$ cat src/rtl/frame_pixel_streamer.sv
// rtl/frame_pixel_streamer.sv - raster-order pixel streamer with ready/valid output; FRAME_REPEAT_EN enables continuous frames
module frame_pixel_streamer #(
  parameter int frame_width  = 640,
  parameter int frame_height = 480
) (
  input  logic        clk,
  input  logic        rst,
  input  logic        start,
  output logic [31:0] mem_x,
  output logic [31:0] mem_y,
  input  logic [1:0]  mem_pix,
  output logic        out_valid,
  input  logic        out_ready,
  output logic [1:0]  out_pix,
  output logic        out_sof,
  output logic        out_eol,
  output logic        out_eof,
  output logic        busy,
  output logic        done
);

  typedef enum logic [1:0] {IDLE, STREAM, FLUSH} state_t;

  localparam logic [31:0] x_last = 32'(frame_width - 1);
  localparam logic [31:0] y_last = 32'(frame_height - 1);

  state_t state, state_nx;
  logic   load, accept, at_x_end, at_last;

  assign accept   = out_valid & out_ready;
  assign load     = (state == STREAM) & (~out_valid | out_ready);
  assign at_x_end = (mem_x == x_last);
  assign at_last  = at_x_end & (mem_y == y_last);
  assign busy     = (state != IDLE);

  always_comb begin
    state_nx = state;
    case (state)
      IDLE:   if (start) state_nx = STREAM;
      STREAM: if (load && at_last) state_nx = FLUSH;
      FLUSH: begin
        if (accept) begin
`ifdef FRAME_REPEAT_EN
          state_nx = STREAM;
`else
          state_nx = IDLE;
`endif
        end
      end
      default: state_nx = IDLE;
    endcase
  end

  always_ff @(posedge clk) begin
    if (rst) begin
      state     <= IDLE;
      mem_x     <= 32'd0;
      mem_y     <= 32'd0;
      out_valid <= 1'b0;
      out_pix   <= 2'd0;
      out_sof   <= 1'b0;
      out_eol   <= 1'b0;
      out_eof   <= 1'b0;
      done      <= 1'b0;
    end else begin
      state <= state_nx;
      done  <= 1'b0;
      if (load) begin
        out_pix   <= mem_pix;
        out_valid <= 1'b1;
        out_sof   <= (mem_x == 32'd0) && (mem_y == 32'd0);
        out_eol   <= at_x_end;
        out_eof   <= at_last;
        // the address parks at (0,0) once the last pixel is loaded
        if (at_last) begin
          mem_x <= 32'd0;
          mem_y <= 32'd0;
        end else if (at_x_end) begin
          mem_x <= 32'd0;
          mem_y <= mem_y + 32'd1;
        end else begin
          mem_x <= mem_x + 32'd1;
        end
      end else if (accept) begin
        out_valid <= 1'b0;
        out_sof   <= 1'b0;
        out_eol   <= 1'b0;
        out_eof   <= 1'b0;
        if (state == FLUSH) done <= 1'b1;
      end
    end
  end

endmodule

$ cat config.mk
export PLATFORM = sky130hd
export DESIGN_NAME = frame_pixel_streamer
export DESIGN_NICKNAME = d
export VERILOG_FILES = /design/src/rtl/frame_pixel_streamer.sv
export SDC_FILE = /design/constraint.sdc
export NUM_CORES = 1
export LEC_CHECK = 0
export BUFFER_PORTS_ARGS = -buffer_cell sky130_fd_sc_hd__buf_2
export CAP_MARGIN = 20
export CORE_ASPECT_RATIO = 2
export CORE_MARGIN = 4
export CORE_UTILIZATION = 54
export DETAILED_ROUTE_END_ITERATION = 12
export PLACE_DENSITY = 0.87
export SLEW_MARGIN = 5
export SYNTH_ARGS = -nofsm -noshare
export SYNTH_HDL_FRONTEND = slang
export SYNTH_SLANG_ARGS = --single-unit
$ cat constraint.sdc
create_clock -name clk -period 2.5 [get_ports clk]
set_input_delay 0.25 -clock clk [delete_from_list [all_inputs] [get_ports clk]]
set_output_delay 0.25 -clock clk [all_outputs]
set_load 0.005 [all_outputs]
==> metrics.md, run 1 <==
| Metric | Value |
|---|---|
| Accumulated negative setup slack | 0 ns |
| Status | complete, no violations |
| Leading post-synthesis cells by cell area | sky130_fd_sc_hd__dfxtp_1 (41%), sky130_fd_sc_hd__xnor2_1 (7.6%), sky130_fd_sc_hd__nor2_1 (5.2%), sky130_fd_sc_hd__a21oi_1 (4.6%), sky130_fd_sc_hd__nand4_1 (4.0%) |
| Total leakage power | around 1.7 nW |
| Clock buffer count from CTS | 9 |
| CP startpoint kind | flop |
| Die area | between 0.008 and 0.009 mm^2 |
| Maximum single-stage delay on the critical path | approximately 0.57 ns |
| Reg2reg end | mem_y[22] |
| Layout cell share with drive strength beyond 1 | 22.93% |
| Final Worst Setup Slack | between 0.1 and 0.15 ns |
| DRT antenna net count | 0 |
| Placed wire-length estimate after detailed placement | 7.672 mm |
| Placeable Area | 0.006412 mm^2 |
| Cell at the root of the clock tree | sky130_fd_sc_hd__clkbuf_16 |
| Worst supply voltage drop on vdd | 0.4161 mV |
| Initial cell density of the core | 55.96% |
| Setup slack at placement | 0.1322 ns |
| Final Max Tran Viols | 0 |
| Register area share after synthesis | between 40% and 50% |
| Number of search-and-repair iterations in the first detailed-routing pass | 4 |
| Fin crit period | approximately 2.4 ns |
| YS warnings | 0 |
| CTS tree | done |
| Transition time at the pin with the least slew margin | ~0.52 ns |
| Chip height | between 100 and 150 um |
| Clock Pin Slew Worst Setup and Hold Paths | about 0.06 ns |
| Die Span X | 65.64 um |
| Fmax | between 0.4 and 0.5 GHz |
| Post-synth cell types | 34 |
| Number of maximum-capacitance constraint violations | 0 |
| Via count of the first global-routing pass | 3678 |
| Combined buffer and inverter count along the critical path | 1 |
| Total inserted antenna cells | 0 |
| Via count | around 3800 |
| Number of cells produced by synthesis | about 430 |
| GP Congestion | about 0.9 |
| Data required time of the worst path | 2.77 ns |
| Buffers from clock root to sink, at most | 2 |
| Instance count after placement with tap cells included | about 600 |
| Critical path depth | 6 |
| FF-to-FF path depth | 6 |
| Detailed router's first-iteration violation count | between 200 and 250 |
| Number of top-level design ports | 78 |
| CP max stage cell | sky130_fd_sc_hd__or4_4 |
| Final number of hold-violating endpoints | 0 |
| Maximum number of pins on one net before global-route repair | 33 |
| Clock tree sinks | 73 |
| Clock insertion delay at the later pin of the skew report | between 0.3 and 0.4 ns |
| Number of H-tree levels | 3 |
| Layout overhead on the synthesized area | 24.93% |
| Global-route wire length before repair | ~17 mm |
| Average wire length per cell after detail routing | around 17 um |
| CP Data Arrival Time | between 2 and 3 ns |
| Part of the cycle the worst path needs | around 95% |
| Classification of the worst setup path | reg2reg |
| Number of inserted filler cells in the final layout | about 520 |
| Initial antenna violation count | 0 |
| Largest delay share family, worst path | simple AND/OR/NAND/NOR gates |
| Cell-by-cell trace of the critical path | or4_4 > nor4_4 > buf_4 > nand4_1 > or3_1 > a21oi_1 |
| Global Route Usage Sum | between 20% and 30% |
| Tightest Hold Check Type | in2reg |
| Net total in the final layout | 540 |
| Syn nets | around 440 |
| Worst setup path endpoint | mem_y[22] |
| First element of the critical path | mem_x[11] |
| Worst Clk Skew | slightly below 0.008 ns |
| Post-CTS Hold Fix Bufs | 0 |
| Setup violations, final | 0 |
| Total detailed-routing wirelength | 10.26 mm |
| Via/cell ratio | approximately 6 |
| Minimum setup slack among reg-to-reg paths | around 0.13 ns |
| DRC violations left | 0 |
| Finished Layout Cells | 618 |
| Post-synthesis cell area | around 0.0036 mm^2 |
| #FFs+latches synth | 73 |
| Synthesized area per cell | 8.268 um^2 |
| Area share of the leading cell type in the synthesized netlist | 40.73% |
| Element type at the critical path end | flop |
| GR Overflow Total | 0 |
| Row cnt | 41 |
| Worst-path fanout max | 7 |
| Count of port buffers added during placement | between 70 and 80 |
| Largest area contributor in the synthesized netlist | sky130_fd_sc_hd__dfxtp_1 |
| Slew margin rel. | about 65% |
| Power Density | 534.8 mW/mm^2 |
| Startpoint of the lowest-slack register-to-register path | mem_x[11] |
==> power by group <==
| part | switching, mW | internal (mW) | leakage, nW |
|---|---|---|---|
| logic | 0.0544 | 0.0343 | 1.01 |
| registers | 0.0101 | 1.17 | 0.589 |
| clock network | 0.446 | 0.680 | 0.124 |
| total | 0.510 | 1.89 | 1.72 |
==> layout by cell type (no fill, tap or decap), types with 3 or more instances in the layout <==
master                      netlist  final
sky130_fd_sc_hd__buf_2            6     77
sky130_fd_sc_hd__a21oi_1         33     33
sky130_fd_sc_hd__o21ai_0         12     12
sky130_fd_sc_hd__nand3_1         19     19
sky130_fd_sc_hd__or2_2            3      3
sky130_fd_sc_hd__ha_1             4      4
sky130_fd_sc_hd__dfxtp_1         73     73
sky130_fd_sc_hd__xnor2_1         31     31
sky130_fd_sc_hd__xor2_1           5      5
sky130_fd_sc_hd__and3_1           9      9
sky130_fd_sc_hd__nor2b_1          4      4
sky130_fd_sc_hd__and4_1          11     11
sky130_fd_sc_hd__clkbuf_16        0      9
sky130_fd_sc_hd__o31ai_1         13     13
sky130_fd_sc_hd__nand4_1         23     23
sky130_fd_sc_hd__nor4_1          22     22
sky130_fd_sc_hd__inv_1           14     14
sky130_fd_sc_hd__nor3_1          12     12
sky130_fd_sc_hd__nor2_1          50     50
sky130_fd_sc_hd__or4_1           17     17
sky130_fd_sc_hd__nand3b_1         3      3
sky130_fd_sc_hd__nand2_1         34     34
sky130_fd_sc_hd__or3_1           12     12
sky130_fd_sc_hd__buf_4            0     23
==> worst register-to-register path, delay by kind of cell (launching register included) <==
kind | cells | cell delay, ns
buffers and inverters | 1 | 0.19
AND/OR/NAND/NOR | 4 | 1.61
AO/OA/AOI/OAI | 1 | 0.15
flip-flops | 1 | 0.36
==> registers in the layout, indices dropped and copies added (netlist names), 2 cells and up <==
name / flops
mem_x: 32
mem_y: 32
out_pix: 2
state: 2
==> how the worst min path moves through the flow <==
stage | slack (ns) | start | end | cells after the start
after detailed placement | 0.45 | out_eof | out_eof | 2
after global routing | 0.17 | mem_pix[0] | out_pix[0] | 3
final | 0.16 | mem_pix[1] | out_pix[1] | 3
after global placement | 0.44 | out_pix[0] | out_pix[0] | 2
after CTS | 0.14 | mem_pix[1] | out_pix[1] | 3
after floorplan | 0.39 | mem_pix[0] | out_pix[0] | 2
==> cell type report <==
class                           instances  area, um^2  share of cell area (%)
Clock buffer                           12       246.5                   5.498
Clock inverter                          1       5.005                  0.1116
Multi-Input combinational cell        330        2012                   44.88
Tap cell                               86       107.6                   2.400
Timing Repair Buffer                  102       598.1                   13.34
Inverter                               14       52.55                   1.172
Sequential cell                        73        1461                   32.60
==> logic make-up (layout without fill, tap and decap cells) <==
group	Yosys count	count (layout)	synth area share, %
DFF	73	73	40.73
xor gates and xnor gates	36	36	8.787
and+or+nand+nor	227	227	35.32
muxes	1	1	0.2790
buffers and inverters	31	129	3.452
AOI/OAI and AO/OA	62	62	10.04
adders and majority gates	4	4	1.395
==> synth_stat cells (all sizes together) <==
cell / instances
a21boi: 1
a21oi: 33
and3: 9
and4: 11
buf: 6
clkbuf: 11
dfxtp: 73
ha: 4
inv: 14
mux2i: 1
nand2: 34
nand2b: 2
nand3: 19
nand3b: 3
nand4: 24
nor2: 50
nor2b: 4
nor3: 12
nor3b: 1
nor4: 23
nor4b: 1
o21a: 1
o21ai: 12
o21ba: 1
o31ai: 14
or2: 3
or3: 12
or4: 19
xnor2: 31
xor2: 5
==> through the flow <==
stage / util, % / hold slack, ns / total power, mW / instance area (um^2)
after floorplan: - / 0.3860 / 1.255 / 3588
after global placement: 65.76 / 0.4418 / 1.292 / 4217
after detailed placement: 65.76 / 0.4465 / 1.296 / 4217
after CTS: 69.68 / 0.1445 / 2.415 / 4468
after global routing: 69.91 / 0.1709 / 2.463 / 4483
final: 69.91 / 0.1558 / 2.397 / 4483
==> routing by layer <==
metal	share of wire (%)	global-route usage, %	up-vias
met5	0	0	-
met4	5.6	18.44	0
met3	6.1	6.636	46
met2	54	48.40	159
met1	34	27.42	1781
li1	-	-	1773
==> what timing repair did <==
action | CTS | global route
gates resized for setup | 0 | 0
endpoints found under the setup margin | 0 | 2
setup buffers | 0 | 2
No activity file was read; power rests on OpenSTA's default activity.
==> inputs of run 2 (changes only) <==
PLACE_DENSITY = 0.88   (was 0.87)
==> run 2 against run 1 <==
Global-route usage down 0.99 points. Largest cell class unchanged. Clock skew is 0.0020 ns lower. Combinational power grew 1%.
==> metrics.md, run 2 (same netlist as run 1, synthesis figures left out) <==
| Metric | Value |
|---|---|
| Status | complete, no violations |
| Via count | between 3000 and 4000 |
| Placeable Area | 0.006412 mm^2 |
| Worst supply voltage drop on vdd | 0.5781 mV |
| Row cnt | 41 |
| Clock Pin Slew Worst Setup and Hold Paths | 0.06 ns |
| Number of top-level design ports | between 70 and 80 |
| Final Max Tran Viols | 0 |
| Initial antenna violation count | 0 |
| Post-CTS Hold Fix Bufs | 0 |
| Cell area after layout | 0.004501 mm^2 |
| Die Span X | between 60 and 70 um |
| Clock tree sinks | between 70 and 80 |
| Number of H-tree levels | 3 |
| Fin crit period | 2.357 ns |
| Initial cell density of the core | around 56% |
| Data required time of the worst path | 2.77 ns |
| DRT antenna net count | 0 |
| Reg power frac | a little under half |
| Worst-path fanout max | 7 |
| Layout overhead on the synthesized area | 25.42% |
| Number of search-and-repair iterations in the first detailed-routing pass | 4 |
| Transition time at the pin with the least slew margin | roughly 0.55 ns |
| Setup violations, final | 0 |
| DRC violations left | 0 |
| Total inserted antenna cells | 0 |
| Fmax | around 0.42 GHz |
| Count of port buffers added during placement | 77 |
| CTS tree | done |
| Final number of hold-violating endpoints | 0 |
| Total leakage power | 1.730 nW |
| Part of the cycle the worst path needs | 94.28% |
| Number of inserted filler cells in the final layout | around 500 |
| Buffers inserted by post-CTS timing repair | 0 |
| CP Data Arrival Time | between 2 and 3 ns |
| Layout cell share with drive strength beyond 1 | 23.12% |
| Post-placement cell area | 0.004204 mm^2 |
| Buffers from clock root to sink, at most | 2 |
| Cell-internal power | approximately 2.0 mW |
| Element type at the critical path end | flop |
| Maximum number of pins on one net before global-route repair | 33 |
| Via/cell ratio | between 6 and 7 |
| Chip height | 123.3 um |
| Placed wire-length estimate after detailed placement | between 7 and 8 mm |
| Number of maximum-capacitance constraint violations | 0 |
| GR Overflow Total | 0 |
| Most common cell after layout, fill and taps aside | sky130_fd_sc_hd__buf_2 |
| Tightest Hold Check Type | in2reg |
| Via count of the first global-routing pass | roughly 3500 |
| GP Congestion | around 0.93 |
| RSZ-0062 raised after global routing | false |
| Final standard cell utilization of the core | between 70% and 80% |
| Detailed router's first-iteration violation count | 313 |
| Switching portion of total power | about a fifth |
| Global-route wire length before repair | 16.63 mm |
| Cell at the root of the clock tree | sky130_fd_sc_hd__clkbuf_16 |
| Global Route Usage Sum | about a quarter |
| Slew margin rel. | a little over three fifths |
| Net total in the final layout | between 500 and 600 |
| Portion of total power attributed to combinational logic | ~3.5% |
| Die area | 0.008092 mm^2 |
| Classification of the worst setup path | reg2reg |
| Accumulated negative setup slack | 0 ns |
| Clock buffer count from CTS | 9 |
| Power dissipated by switching net loads | ~0.54 mW |
| Average wire length per cell after detail routing | about 17 um |
| Total detailed-routing wirelength | approximately 10 mm |
| Largest registers | mem_x: 32 flops, mem_y: 32 flops |
| Worst Clk Skew | 0.005765 ns |
| Resize count post-CTS | 0 |
| Power Density | around 570 mW/mm^2 |
| CP startpoint kind | flop |
| Clk pwr share | between 50% and 60% |
| Commonest cells after routing, fill and taps aside | sky130_fd_sc_hd__buf_2 (77), sky130_fd_sc_hd__dfxtp_1 (73), sky130_fd_sc_hd__nor2_1 (50), sky130_fd_sc_hd__nand2_1 (34), sky130_fd_sc_hd__a21oi_1 (33) |
| Clock insertion delay at the later pin of the skew report | 0.33 ns |
==> run 2: layout make-up <==
class	instances	area (um^2)	area share, %
Multi-Input combinational cell	330	2012	44.70
Clock buffer	12	256.5	5.699
Clock inverter	3	40.04	0.8896
Tap cell	86	107.6	2.391
Sequential cell	73	1461	32.47
Timing Repair Buffer	100	570.5	12.68
Inverter	14	52.55	1.168
==> run 2: power by group through the flow <==
stage | combinational [mW] | sequential (mW) | clock [mW]
2_1_floorplan | 0.0492 | 1.21 | 0
3_3_place_gp | 0.0868 | 1.21 | 0
3_5_place_dp | 0.0886 | 1.21 | 0
4_1_cts | 0.0890 | 1.18 | 1.30
5_1_grt | 0.0972 | 1.18 | 1.35
6_report | 0.0898 | 1.18 | 1.29
==> run 2: final timing paths <==
kind           endpoint  cells after the start  slack [ns]        from
max           mem_y[22]                      6        0.14   mem_x[12]
min          out_pix[0]                      3        0.17  mem_pix[0]
max reg2reg   mem_y[22]                      6        0.14   mem_x[12]
min reg2reg     out_sof                      2        0.45     out_sof
==> run 2: per-stage QoR <==
step | hold WS (ns) | setup slack (ns) | instances | power, mW
2_1_floorplan | 0.3860 | 0.2589 | 434 | 1.255
3_3_place_gp | 0.4423 | 0.1970 | 603 | 1.293
3_5_place_dp | 0.4485 | 0.1631 | 603 | 1.296
4_1_cts | 0.1552 | 0.1416 | 618 | 2.573
5_1_grt | 0.1775 | 0.009824 | 618 | 2.629
6_report | 0.1672 | 0.1430 | 618 | 2.564
==> run 2: critical path: stages (launching register included) <==
cell	delay [ns]
sky130_fd_sc_hd__dfxtp_1	0.34
sky130_fd_sc_hd__or4_4	0.56
sky130_fd_sc_hd__nor4_4	0.36
sky130_fd_sc_hd__buf_4	0.19
sky130_fd_sc_hd__nand4_1	0.26
sky130_fd_sc_hd__or3_1	0.43
sky130_fd_sc_hd__a21oi_1	0.13
==> run 2: layer usage <==
metal | wire length (um) | track usage (%)
met5 | 0 | 0
met4 | 357 | 13.90
met3 | 579 | 5.545
met2 | 5556 | 48.08
met1 | 3716 | 27.37
==> inputs of run 3 (changes only) <==
ABC_AREA = 1   (was unset)
CORE_UTILIZATION = 25   (was 54)
PLACE_DENSITY = 0.51   (was 0.88)
==> run 3 against run 2 <==
Wire length up 78%. Via count up 48%. Synthesized area up 36%. Non-clock buffer count down 16. Worst hold slack better by 0.00095 ns. Clock-buffer cell count up 1. Combinational power up 31%. Cell count up 95%. Fmax up 18%. Critical path type unchanged. Critical endpoint is now mem_y[30]. Largest cell class unchanged. Highest routed layer unchanged.
==> metrics.md, run 3 <==
| Metric | Value |
|---|---|
| Status | complete, no violations |
| Fin crit period | ~2 ns |
| Initial antenna violation count | 0 |
| Count of port buffers added during placement | 77 |
| Clock insertion delay at the later pin of the skew report | roughly 0.34 ns |
| Total inserted antenna cells | 0 |
| Worst supply voltage drop on vdd | between 0.2 and 0.25 mV |
| Area share of the leading cell type in the synthesized netlist | around 30% |
| Placeable Area | between 0.015 and 0.02 mm^2 |
| Most common cell after layout, fill and taps aside | sky130_fd_sc_hd__nand2_1 |
| Post-CTS Hold Fix Bufs | 0 |
| Number of inserted filler cells in the final layout | ~2300 |
| Number of top-level design ports | roughly 80 |
| Largest area contributor in the synthesized netlist | sky130_fd_sc_hd__dfxtp_1 |
| Chip height | about 210 um |
| Detailed router's first-iteration violation count | 175 |
| Slew margin rel. | ~53% |
| DRT antenna net count | 0 |
| Tightest Hold Check Type | in2reg |
| CP startpoint kind | flop |
| Post-placement cell area | 0.005533 mm^2 |
| Element type at the critical path end | flop |
| Startpoint of the lowest-slack register-to-register path | mem_y[1] |
| GP Congestion | between 0.9 and 1 |
| Clock tree sinks | between 70 and 80 |
| Maximum single-stage delay on the critical path | around 0.44 ns |
| GR Overflow Total | 0 |
| CP Data Arrival Time | 2.20 ns |
| Worst Clk Skew | 0.009060 ns |
| Transition time at the pin with the least slew margin | around 0.71 ns |
| Cell area after layout | between 0.005 and 0.006 mm^2 |
| Row cnt | 72 |
| Die area | approximately 0.022 mm^2 |
| Worst-path fanout max | 7 |
| Post-synthesis cell area | between 0.004 and 0.005 mm^2 |
| First element of the critical path | mem_y[1] |
| Cell at the root of the clock tree | sky130_fd_sc_hd__clkbuf_16 |
| Area of combinational cells with multiple inputs | between 0.002 and 0.003 mm^2 |
| Most used cell along the critical path | sky130_fd_sc_hd__nor2_1 |
| Commonest cells after routing, fill and taps aside | sky130_fd_sc_hd__nand2_1 (284), sky130_fd_sc_hd__nor2_1 (226), sky130_fd_sc_hd__inv_1 (93), sky130_fd_sc_hd__buf_2 (77), sky130_fd_sc_hd__dfxtp_1 (73) |
| Accumulated negative setup slack | 0 ns |
| Number of search-and-repair iterations in the first detailed-routing pass | 5 |
| Data required time of the worst path | 2.70 ns |
| Setup violations, final | 0 |
| Final number of hold-violating endpoints | 0 |
| Resize count post-CTS | 0 |
| Maximum number of pins on one net before global-route repair | 57 |
| Final Max Tran Viols | 0 |
| Layout overhead on the synthesized area | 19.49% |
| Power Density | approximately 450 mW/mm^2 |
| Buffers from clock root to sink, at most | 2 |
| Clock buffer count from CTS | 9 |
| RSZ-0062 raised after global routing | false |
| Final standard cell utilization of the core | 30.24% |
| Register area share after synthesis | between 20 and 30% |
| Classification of the worst setup path | reg2reg |
| Total detailed-routing wirelength | ~18 mm |
| Leading post-synthesis cells by cell area | sky130_fd_sc_hd__dfxtp_1 (30%), sky130_fd_sc_hd__nand2_1 (22%), sky130_fd_sc_hd__nor2_1 (17%), sky130_fd_sc_hd__inv_1 (7.2%), sky130_fd_sc_hd__nand3_1 (5.6%) |
| Global-route wire length before repair | roughly 28 mm |
| Total leakage power | 2.451 nW |
| Ys flop type | sky130_fd_sc_hd__dfxtp_1 |
| Syn nets | just under 900 |
| Fmax | about 0.50 GHz |
| Clock Pin Slew Worst Setup and Hold Paths | ~0.060 ns |
| Number of H-tree levels | 3 |
| Via count | between 5000 and 6000 |
| CP max stage cell | sky130_fd_sc_hd__dfxtp_1 |
| Power, Total | approximately 2.6 mW |
| Global Route Usage Sum | 16.81% |
| Placed wire-length estimate after detailed placement | between 10 and 15 mm |
| DRC violations left | 0 |
| Post-synth cell types | 30 |
| Average wire length per cell after detail routing | between 15 and 20 um |
| Cell-by-cell trace of the critical path | ha_1 > nand2_1 > nor2_2 > nand2_2 > nor2_1 > nand3_1 > nand2_1 > nor2_1 > nor2_1 > nor2_1 |
| Part of the cycle the worst path needs | about four fifths |
| Most frequent cell after synthesis | sky130_fd_sc_hd__nand2_1 |
| Hold Path Origin | mem_pix[0] |
| Net total in the final layout | between 900 and 1000 |
| Top post-synthesis cells by count | sky130_fd_sc_hd__nand2_1 (284), sky130_fd_sc_hd__nor2_1 (226), sky130_fd_sc_hd__inv_1 (93), sky130_fd_sc_hd__dfxtp_1 (73), sky130_fd_sc_hd__nand3_1 (55) |
| Flip-flop and latch area | between 0.001 and 0.0015 mm^2 |
| Post-synth EDFFs | 0 |
| Layout cell share with drive strength beyond 1 | between 10% and 20% |
| Buffers inserted by post-CTS timing repair | 0 |
| Via/cell ratio | approximately 4.6 |
| Number of cells produced by synthesis | ~870 |
| Synthesized area per cell | ~5.6 um^2 |
| Die Span X | ~110 um |
| Number of maximum-capacitance constraint violations | 0 |
| Initial cell density of the core | around 25% |
| Minimum setup slack among reg-to-reg paths | between 0.4 and 0.5 ns |
| Largest registers | mem_x: 32 flops, mem_y: 32 flops |
| YS warnings | 0 |
| CTS tree | done |
| #FFs+latches synth | 73 |
| Ys async rst share | 0% |
| Via count of the first global-routing pass | 5403 |
[run 3: cell count changes in the layout (fill, tap and decap cells not counted), moves of 13 or more]
cell,change
sky130_fd_sc_hd__nand3_1,+36
sky130_fd_sc_hd__nand2_1,+250
sky130_fd_sc_hd__nor2_1,+176
sky130_fd_sc_hd__inv_1,+79
sky130_fd_sc_hd__xnor2_1,-30
sky130_fd_sc_hd__or4_1,-17
sky130_fd_sc_hd__nor4_1,-21
sky130_fd_sc_hd__buf_4,-15
sky130_fd_sc_hd__o31ai_1,-13
[run 3: cell type report]
cell class	instances	share of cell area, %
repair buffers	84	7.511
multi-input cells	682	50.71
well taps	259	5.558
inverters	94	6.051
clock buffers	13	4.464
clock inverters	2	0.6438
flip-flops and latches	73	25.06
[run 3: report_power, final]
part / switching (mW) / leakage (nW) / internal, mW
Clock: 0.502 / 0.142 / 0.823
Sequential: 0.00961 / 0.589 / 1.17
Combinational: 0.0838 / 1.72 / 0.0345
Total: 0.595 / 2.45 / 2.03
[run 3: routing by layer]
layer	GRT usage [%]	up-vias	share of wire, %
li1	-	2834	-
met1	14.95	2468	34
met2	33.61	146	56
met3	2.229	51	3.4
met4	11.57	0	6.3
met5	0	-	0
[run 3: path summary, 6_finish.rpt]
check                     to  depth (start not counted)
hold / removal    out_pix[0]                          3
setup reg to reg   mem_y[30]                         10
hold reg to reg         done                          1
setup / recovery   mem_y[30]                         10
[run 3: logic make-up (layout without fill, tap and decap cells)]
logic type	Yosys count	after routing	share of synthesized area [%]
AND/OR/NAND/NOR	610	610	51.15
buffers and inverters	113	193	9.461
flip-flops	73	73	29.95
AO/OA/AOI/OAI	54	54	5.898
XOR/XNOR	14	14	2.513
adder cells (fa/ha/maj)	4	4	1.026
[run 3: worst max-delay path, delay by kind of cell, from the launching register on]
kind | cells | cell delay [ns]
AND/OR/NAND/NOR | 9 | 1.12
flip-flops | 1 | 0.44
adder cells (fa/ha/maj) | 1 | 0.29
[run 3: through the flow]
stage / instances / hold WS [ns] / worst slack (ns)
2_1_floorplan: 868 / 0.3973 / 0.8663
3_3_place_gp: 1192 / 0.4693 / 0.4806
3_5_place_dp: 1192 / 0.4705 / 0.5020
4_1_cts: 1207 / 0.1558 / 0.4863
5_1_grt: 1207 / 0.1875 / 0.2432
6_report: 1207 / 0.1682 / 0.4946
